<file path="config.mk">
export PLATFORM = sky130hd
export DESIGN_NAME = vbuffer_write_arbiter
export DESIGN_NICKNAME = d
export VERILOG_FILES = /design/src/rtl/vbuffer_write_arbiter_pkg.sv /design/src/rtl/vbuffer_write_arbiter.sv
export SDC_FILE = /design/constraint.sdc
export NUM_CORES = 1
export LEC_CHECK = 0
export BUFFER_PORTS_ARGS = -buffer_cell sky130_fd_sc_hd__buf_2
export CAP_MARGIN = 20
export CORE_ASPECT_RATIO = 1.5
export CORE_MARGIN = 4
export CORE_UTILIZATION = 55
export DETAILED_ROUTE_END_ITERATION = 12
export PLACE_DENSITY = 0.9
export SLEW_MARGIN = 20
export SYNTH_ARGS = -nofsm -noshare
export SYNTH_HDL_FRONTEND = slang
export SYNTH_SLANG_ARGS = --single-unit
</file>
<file path="constraint.sdc">
create_clock -name PixelClkSrc -period 4.5 [get_ports PixelClkSrc]
set_input_delay 0.45 -clock PixelClkSrc [delete_from_list [all_inputs] [get_ports PixelClkSrc]]
set_output_delay 0.45 -clock PixelClkSrc [all_outputs]
set_load 0.02 [all_outputs]
</file>
<file path="src/rtl/vbuffer_write_arbiter_pkg.sv">
// Shared definitions for the vbuffer write-port arbiter: FSM encodings and
// the burst counter width, kept here so later display controllers can reuse them.
package vbuffer_write_arbiter_pkg;

    localparam int BCNT_W = 4;

    typedef enum logic [1:0] {
        ST_IDLE = 2'd0,
        ST_OWN0 = 2'd1,
        ST_OWN1 = 2'd2
    } arbState_t;

    // Saturating increment of the burst counter, capped at lim.
    function automatic logic [BCNT_W-1:0] satInc(input logic [BCNT_W-1:0] v,
                                                 input logic [BCNT_W-1:0] lim);
        return (v < lim) ? v + 1'b1 : v;
    endfunction

endpackage

</file>
<file path="src/rtl/vbuffer_write_arbiter.sv">
// Round-robin, burst-limited arbiter sharing the single vbuffer write port
// between two requesters, optionally gated to the blanking window.
// Grants are combinational; the write strobe/address/data are registered.
module vbuffer_write_arbiter
    import vbuffer_write_arbiter_pkg::*;
#(
    parameter int AWIDTH     = 2,
    parameter int BPP        = 6,
    parameter bit BLANK_ONLY = 1'b1,
    parameter int BURST_MAX  = 4
) (
    input  logic              PixelClkSrc,
    input  logic              Rst,
    input  logic              Blank,
    input  logic              Req0Valid,
    output logic              Req0Ready,
    input  logic [AWIDTH-1:0] Req0Addr,
    input  logic [BPP-1:0]    Req0Data,
    input  logic              Req1Valid,
    output logic              Req1Ready,
    input  logic [AWIDTH-1:0] Req1Addr,
    input  logic [BPP-1:0]    Req1Data,
    output logic              WrEnable,
    output logic [AWIDTH-1:0] WrAddr,
    output logic [BPP-1:0]    WrData
);

    localparam logic [BCNT_W-1:0] BurstMaxC = BCNT_W'(BURST_MAX);

    arbState_t         state, stateNext;
    logic              lastOwner, lastOwnerNext;
    logic [BCNT_W-1:0] burstCnt, burstCntNext;
    logic              grant0, grant1;
    logic              win;

    assign win       = Blank | ~BLANK_ONLY;
    assign Req0Ready = grant0;
    assign Req1Ready = grant1;

    // Arbitration state register: owner, last owner for tie-break, burst count.
    always_ff @(posedge PixelClkSrc) begin
        if (Rst) begin
            state     <= ST_IDLE;
            lastOwner <= 1'b1;
            burstCnt  <= '0;
        end else begin
            state     <= stateNext;
            lastOwner <= lastOwnerNext;
            burstCnt  <= burstCntNext;
        end
    end

    // Grant decision and next state; everything holds while the window is shut.
    always_comb begin
        stateNext     = state;
        lastOwnerNext = lastOwner;
        burstCntNext  = burstCnt;
        grant0        = 1'b0;
        grant1        = 1'b0;
        if (win && !Rst) begin
            unique case (state)
                ST_IDLE: begin
                    // Tie goes to whoever did not own last.
                    if (Req0Valid && (!Req1Valid || lastOwner)) begin
                        grant0        = 1'b1;
                        stateNext     = ST_OWN0;
                        burstCntNext  = BCNT_W'(1);
                        lastOwnerNext = 1'b0;
                    end else if (Req1Valid) begin
                        grant1        = 1'b1;
                        stateNext     = ST_OWN1;
                        burstCntNext  = BCNT_W'(1);
                        lastOwnerNext = 1'b1;
                    end
                end
                ST_OWN0: begin
                    if (Req0Valid && (!Req1Valid || burstCnt < BurstMaxC)) begin
                        grant0       = 1'b1;
                        burstCntNext = satInc(burstCnt, BurstMaxC);
                    end else if (Req1Valid) begin
                        grant1        = 1'b1;
                        stateNext     = ST_OWN1;
                        burstCntNext  = BCNT_W'(1);
                        lastOwnerNext = 1'b1;
                    end else begin
                        stateNext    = ST_IDLE;
                        burstCntNext = '0;
                    end
                end
                ST_OWN1: begin
                    if (Req1Valid && (!Req0Valid || burstCnt < BurstMaxC)) begin
                        grant1       = 1'b1;
                        burstCntNext = satInc(burstCnt, BurstMaxC);
                    end else if (Req0Valid) begin
                        grant0        = 1'b1;
                        stateNext     = ST_OWN0;
                        burstCntNext  = BCNT_W'(1);
                        lastOwnerNext = 1'b0;
                    end else begin
                        stateNext    = ST_IDLE;
                        burstCntNext = '0;
                    end
                end
                default: begin
                    stateNext    = ST_IDLE;
                    burstCntNext = '0;
                end
            endcase
        end
    end

    // Registered write port: strobe for one cycle after each transfer, hold addr/data otherwise.
    always_ff @(posedge PixelClkSrc) begin
        if (Rst) begin
            WrEnable <= 1'b0;
            WrAddr   <= '0;
            WrData   <= '0;
        end else begin
            WrEnable <= grant0 | grant1;
            if (grant0) begin
                WrAddr <= Req0Addr;
                WrData <= Req0Data;
            end else if (grant1) begin
                WrAddr <= Req1Addr;
                WrData <= Req1Data;
            end
        end
    end

endmodule

</file>
# Yosys cells after proc, flatten, opt, wreduce, memory -nomap -nowiden
# Index checks and enable logic that the tools add are counted.
# word_totals
out_inout_bits	11
inputBits	21
elab_cells	68
reg_bits	16
# classes
mux	37
magnitude_cmp	1
bitwise_logic	1
addsub	1
n_reduce_logical	16
eq_ne	6
# ops
cell	n
4-bit two-way mux	5
1-bit two-way mux	18
2-bit two-way mux	7
6-bit two-way mux	2
4-bit case mux with 3 select lines	1
1-bit case mux with 3 select lines	3
2-bit inequality test, second input constant	3
2-bit case mux with 3 select lines	1
5-bit AND reduction	1
4-bit by 1-bit adder with 4-bit output, second input constant	1
1-bit logical AND	4
4-bit by 3-bit less-than comparator with 1-bit output, second input constant	1
4-bit AND reduction	1
1-bit logical NOT	3
1-bit logical OR	3
3-bit inequality test, second input constant	1
3-bit nonzero test	1
2-bit by 1-bit == test with 1-bit output, second input constant	1
2-bit == test, second input constant	1
2-bit logical NOT	1
2-bit AND reduction	1
2-bit nonzero test	1
1-bit bitwise OR	1

# Logic depth before layout (Yosys ltp)
# Gate-level depths: netlist of run 1.
# depth
depth_word	8
mapped_depth	9
ltp_nobuf	7

# Worst setup path before layout of run 1
# OpenSTA, ideal clock, no wires.
# synth_path
path_type	register -> output
from	register state[0]
to	output port Req0Ready
n_path_buf	1
arrival_time_ns	1.601
stages_incl_launch_ff	8
t_required_ns	4.050
setup_slack_ns	2.449
cell_sequence	dfxtp_1 inv_1 ha_1 inv_1 o31ai_4 a32oi_4 buf_6 nor2_1
# synth_between
elab_chain_cells	3
elab_cells_between_ends	5
classes_between	2 x eq/ne; 2 x mux; 1 x reduce/logical
# synth_lines
item	line_no	source
from (decl)	vbuffer_write_arbiter.sv:30	arbState_t state, stateNext;
from (signal assigned)	vbuffer_write_arbiter.sv:47	state <= stateNext;
2-bit == test (tied with other cells)	vbuffer_write_arbiter.sv:61	unique case (state)
1-bit case mux with 3 select lines (*)	vbuffer_write_arbiter.sv:61	
1-bit two-way mux (*)	vbuffer_write_arbiter.sv:60	if (win && !Rst) begin
to (decl)	vbuffer_write_arbiter.sv:16	output logic Req0Ready,
# Mark *: on every way between the ends. The rest lies on a longest branch, timed or not.

# Worst setup path in the final report of run 1
# Ends and elaborated chain as after synthesis.

==> metrics, run 1 <==
row count 19; PwrDens 314.7 mW/mm2; number of H-tree levels 1; share of the synthesized area in the top cell type 0.2889; Period Utilization, post-route 0.5623; Fin. Hold Viols 0; crit start category flip-flop; most frequent cell after synthesis dfxtp_1; final setup TNS 0 ns; Hold Path Class in -> reg; final setup vio count 0; Antenna Nets Post-Route 0; Final Slew Violations 0; clk_skew 0.003085 ns; Synth cell types 37; Die Width 44.66 um; Overflow after GRT 0; vias in the first global route 1037; residual DRC count 0; Mapped Nets 157; CTS tree built; Post-synth top cells 16 x dfxtp_1, 11 x mux2i_1, 11 x nand2_1; Tot GR Track Use 0.2045; I/O pin cnt 32; vias after detailed routing 1092; DR pass1 iterations 4; DIE HEIGHT 62.99 um; post-CTS resize count 0; syn_area_per_cell 8.462 um2; CTS clk-pin slew, worst paths 0.10 ns; pre-CTS WS 2.313 ns; RSZ-0062 raised after global routing no; Cell Chain, Critical Path inv_1, ha_1, nand2_1, o31ai_4, a32oi_4, nor2_1, buf_2; Max stage delay on crit path 0.51 ns; Top FF cell, synth dfxtp_1; DR vias/cell 6.101; Initial Utilization 0.5903; critical path fanouts, max 16; worst slew pin tran 0.5837 ns; average wire per standard cell 14.85 um; sequential element share of the synthesized area 0.2889; Worst EP required 4.05 ns; worst skew pair latency 0.30 ns; maximum clock path buffer count 2; total core area 0.001878 mm2; root buf cell clkbuf_4; PortBufs 31; Die Footprint 0.002813 mm2; EDFF count, synth 0; largest net degree at the start of global routing 17; share of cells above drive strength 1 0.2595; initial antenna violation count 0; CTS Hold Bufs 0; min setup slack post-route 1.970 ns; Yosys Warn Count 0; CTS Sinks 16; FFs w/ async S/R, synth 0; First DRT Iteration DRCs 49; Slew Limit Headroom 0.6083; n_diodes 0; crit end category primary output; top cells by area, synth dfxtp_1 29%, mux2i_1 9.9%, ha_1 5.6%; Power Total 0.4024 mW; #FFs+latches synth 16; minimum clock period 2.530 ns; synthesized area 0.001109 mm2; number of max-cap violations 0; Area Overhead vs Synth 15.35%; Final Wtd Congestion 0.9149; Final Net Count 185; Mapped Cells 131; critical path's slowest cell a32oi_4; f_max 0.3952 GHz; status finished clean; crit path DAT 2.08 ns; wire length of the first global-routing pass 4429 um; post-DP HPWL 2133 um; Lkg Pwr 0.6133 nW; Routed Wire Length 2658 um; setup bufs post-CTS 0; dpl cell area 0.001242 mm2; Final Cell Area 0.001279 mm2; Max VDD drop 0.3070 mV; leading area contributor after synthesis dfxtp_1; TritonCTS buffer count 3; Setup Crit Path Kind reg -> out
## logic make-up after synthesis
group           share of synthesized area
compound gates                     0.2946
simple gates                       0.1941
flops                              0.2889
buf+inv                           0.06659
mux                               0.09933
fa+ha+maj                         0.05643
## critical path, delay by kind of cell, from the launching register on
kind / cells / cell delay (ns)
buffers and inverters: 2 / 0.26
DFF: 1 / 0.39
and+or+nand+nor: 2 / 0.22
AOI/OAI and AO/OA: 2 / 0.62
adders and majority gates: 1 / 0.30
## worst paths after layout
check,start,to,slack [ns],cells past startpoint
setup / recovery,state[0],Req0Ready,1.97,7
hold / removal,Blank,burstCnt[0],0.40,2
setup reg to reg,state[1],WrData[0],2.41,6
hold reg to reg,burstCnt[3],burstCnt[3],0.48,2
## per-layer routing
| metal | vias to the layer above | wire length (um) | GRT usage | part of all wire |
|---|---|---|---|---|
| li1 | 543 | - | - | - |
| met1 | 500 | 1015 | 0.2308 | 0.38 |
| met2 | 42 | 1386 | 0.3507 | 0.52 |
| met3 | 7 | 189 | 0.03170 | 0.071 |
| met4 | 0 | 67 | 0.1019 | 0.025 |
| met5 | - | 0 | 0 | 0 |
## placed cells by master (no fill, tap or decap), drive strengths merged, types with 2 or more instances in the layout
master,n
and3,7
a21oi,6
inv,7
nand2,11
o21ai,12
a211oi,3
nor3,2
dfxtp,16
clkbuf,4
mux2i,11
a21o,2
nand3,5
a311oi,2
buf,31
or2,2
nor2,9
o31ai,2
a41oi,7
nand2b,3
a31oi,2
ha,5
## final cells by class
| class | instances | area [um2] |
|---|---|---|
| fill | 142 | 599.3 |
| inverter | 7 | 26.28 |
| sequential | 16 | 320.3 |
| tap | 21 | 26.28 |
| multi-input combinational | 100 | 714.4 |
| clock buffer | 4 | 36.28 |
| timing repair buffer | 31 | 155.1 |
## registers in the layout, indices dropped and copies added (netlist names)
register and flops:
state 2, WrData 6, burstCnt 4, WrEnable 1
lastOwner 1, WrAddr 2
## through the flow
| stage | instances | hold WS (ns) | util |
|---|---|---|---|
| floorplan | 131 | 0.4389 | - |
| global placement | 175 | 0.4477 | 0.6616 |
| detailed placement | 175 | 0.4654 | 0.6616 |
| CTS | 179 | 0.3980 | 0.6809 |
| global route | 179 | 0.3956 | 0.6809 |
| finish | 179 | 0.3968 | 0.6809 |
## power breakdown
group	total, mW	switching (mW)	internal, mW
registers	0.170	0.0119	0.158
logic	0.134	0.0792	0.0548
clock network	0.0986	0.0491	0.0494
No activity file was read; power rests on OpenSTA's default activity.
==> run 2, diff against run 1 <==
--- a/config.mk
+++ b/config.mk
@@ -9,9 +9,9 @@
 export CAP_MARGIN = 20
 export CORE_ASPECT_RATIO = 1.5
 export CORE_MARGIN = 4
-export CORE_UTILIZATION = 55
+export CORE_UTILIZATION = 51
 export DETAILED_ROUTE_END_ITERATION = 12
-export PLACE_DENSITY = 0.9
+export PLACE_DENSITY = 0.85
 export SLEW_MARGIN = 20
 export SYNTH_ARGS = -nofsm -noshare
 export SYNTH_HDL_FRONTEND = slang
==> constraint.sdc (replaced) <==
create_clock -name PixelClkSrc -period 2.5 [get_ports PixelClkSrc]
set_input_delay 0.25 -clock PixelClkSrc [delete_from_list [all_inputs] [get_ports PixelClkSrc]]
set_output_delay 0.25 -clock PixelClkSrc [all_outputs]
set_load 0.02 [all_outputs]
==> run 2 against run 1 <==
Compared with the run above:
- sequential cell count unchanged
- sequential power increased by 81%
- core utilization decreased by 3.9 points
- critical endpoint is now Req1Ready
- highest routed layer unchanged
==> metrics, run 2 (synthesis results as in run 1) <==
number of H-tree levels 1; root buf cell clkbuf_4; First DRT Iteration DRCs 50; Slew Limit Headroom 0.6320; Tot GR Track Use 0.2031; critical path fanouts, max 10; met2 routed WL 1410 um; vias in the first global route 1104; Lkg Pwr 0.6366 nW; Max VDD drop 0.3314 mV; wire length of the first global-routing pass 4698 um; Hold Path Class in -> reg; met3 routed WL 217 um; R2R Path Start state[0]; largest registers WrData (6), burstCnt (4); DP Cell Count 176; Die Footprint 0.002999 mm2; max reg flops 6; Hold Startpoint Req0Data[5]; residual DRC count 0; PwrDens 569.5 mW/mm2; Area Overhead vs Synth 18.85%; TritonCTS buffer count 3; Final Slew Violations 0; Initial Utilization 0.5402; crit end category primary output; reg2reg setup slack 0.42 ns; clk_skew 0.01001 ns; Fin. Hold Viols 0; most frequent cells in the layout 31 x buf_2, 16 x dfxtp_1, 11 x nand2_1, 11 x mux2i_1, 10 x o21ai_0; CTS clk-pin slew, worst paths 0.10 ns; CTS Sinks 16; Die Width 46.07 um; vias after detailed routing 1160; Period Utilization, post-route 0.9149; Routed Wire Length 2819 um; minimum clock period 2.287 ns; f_max 0.4372 GHz; Worst EP required 2.25 ns; CTS Hold Bufs 0; crit start category flip-flop; I/O pin cnt 32; hold path depth 3; RR Endpoint WrData[3]; max layer used met4; final setup TNS 0 ns; n_diodes 0; row count 20; largest net degree at the start of global routing 17; maximum clock path buffer count 2; share of cells above drive strength 1 0.2822; final setup vio count 0; CTS tree built; PortBufs 31; Final Wtd Congestion 0.8284; Biggest register WrData; DR pass1 iterations 4; worst slew pin tran 0.5483 ns; post-DP HPWL 2099 um; M1 wire length 1092 um; initial antenna violation count 0; DIE HEIGHT 65.10 um; Setup Crit Path Kind reg -> out; RSZ-0062 raised after global routing no; worst skew pair latency 0.30 ns; status finished clean; most common cell after layout, fill and taps aside buf_2; number of max-cap violations 0; crit path DAT 2.04 ns; average wire per standard cell 15.24 um; total core area 0.002052 mm2; Layout Cells excl Fill 185; Final Net Count 190; R2R depth 7; Overflow after GRT 0; DR vias/cell 6.270; Antenna Nets Post-Route 0; hold path endpoint WrData[5]
run 2: cell type report:
class | instances | area, um2
inverters | 7 | 26.28
clock buffers | 4 | 36.28
repair buffers | 36 | 192.7
fillers | 174 | 734.5
well taps | 22 | 27.53
flip-flops and latches | 16 | 320.3
multi-input cells | 100 | 714.4
run 2: critical path, cell delays in order (launching register included):
cell	delay [ns]
dfxtp_1	0.35
inv_1	0.08
ha_1	0.40
o21ai_0	0.22
o31a_1	0.39
nor2_1	0.12
buf_2	0.17
run 2: what timing repair did:
action	in CTS	in global routing
setup buffers	0	5
gates resized for setup	0	0
setup endpoints to repair	0	1
run 2: how the worst max path moves through the flow:
stage                  start        end  cells after the start
floorplan           state[0]  Req0Ready                      7
detailed placement  state[0]  WrData[1]                      7
finish              state[1]  Req1Ready                      6
CTS                 state[0]  Req0Ready                      7
global placement    state[0]  Req0Ready                      7
global route        state[0]  Req1Ready                      6
run 2: report_power, final:
part	switching [mW]	internal (mW)	leakage [nW]
logic	0.149	0.115	0.484
clock network	0.0917	0.0890	0.0210
registers	0.0221	0.284	0.131
total	0.262	0.488	0.637
run 2: per-stage QoR:
| stage | power, mW | hold slack [ns] | cell area (um2) | utilization | setup slack [ns] |
|---|---|---|---|---|---|
| 5_1_grt | 0.7827 | 0.2108 | 1318 | 0.6421 | 0.06047 |
| 2_1_floorplan | 0.4882 | 0.3642 | 1109 | - | 0.6488 |
| 6_report | 0.7503 | 0.1943 | 1318 | 0.6421 | 0.2127 |
| 3_3_place_gp | 0.5440 | 0.4470 | 1244 | 0.6061 | 0.5590 |
| 3_5_place_dp | 0.5520 | 0.4587 | 1244 | 0.6061 | 0.4789 |
| 4_1_cts | 0.7227 | 0.2026 | 1280 | 0.6238 | 0.1412 |
run 2: routing by layer:
metal,GRT usage,vias up
li1,-,551
met1,0.2339,539
met2,0.3483,59
met3,0.02192,11
met4,0.1068,0
met5,0,-
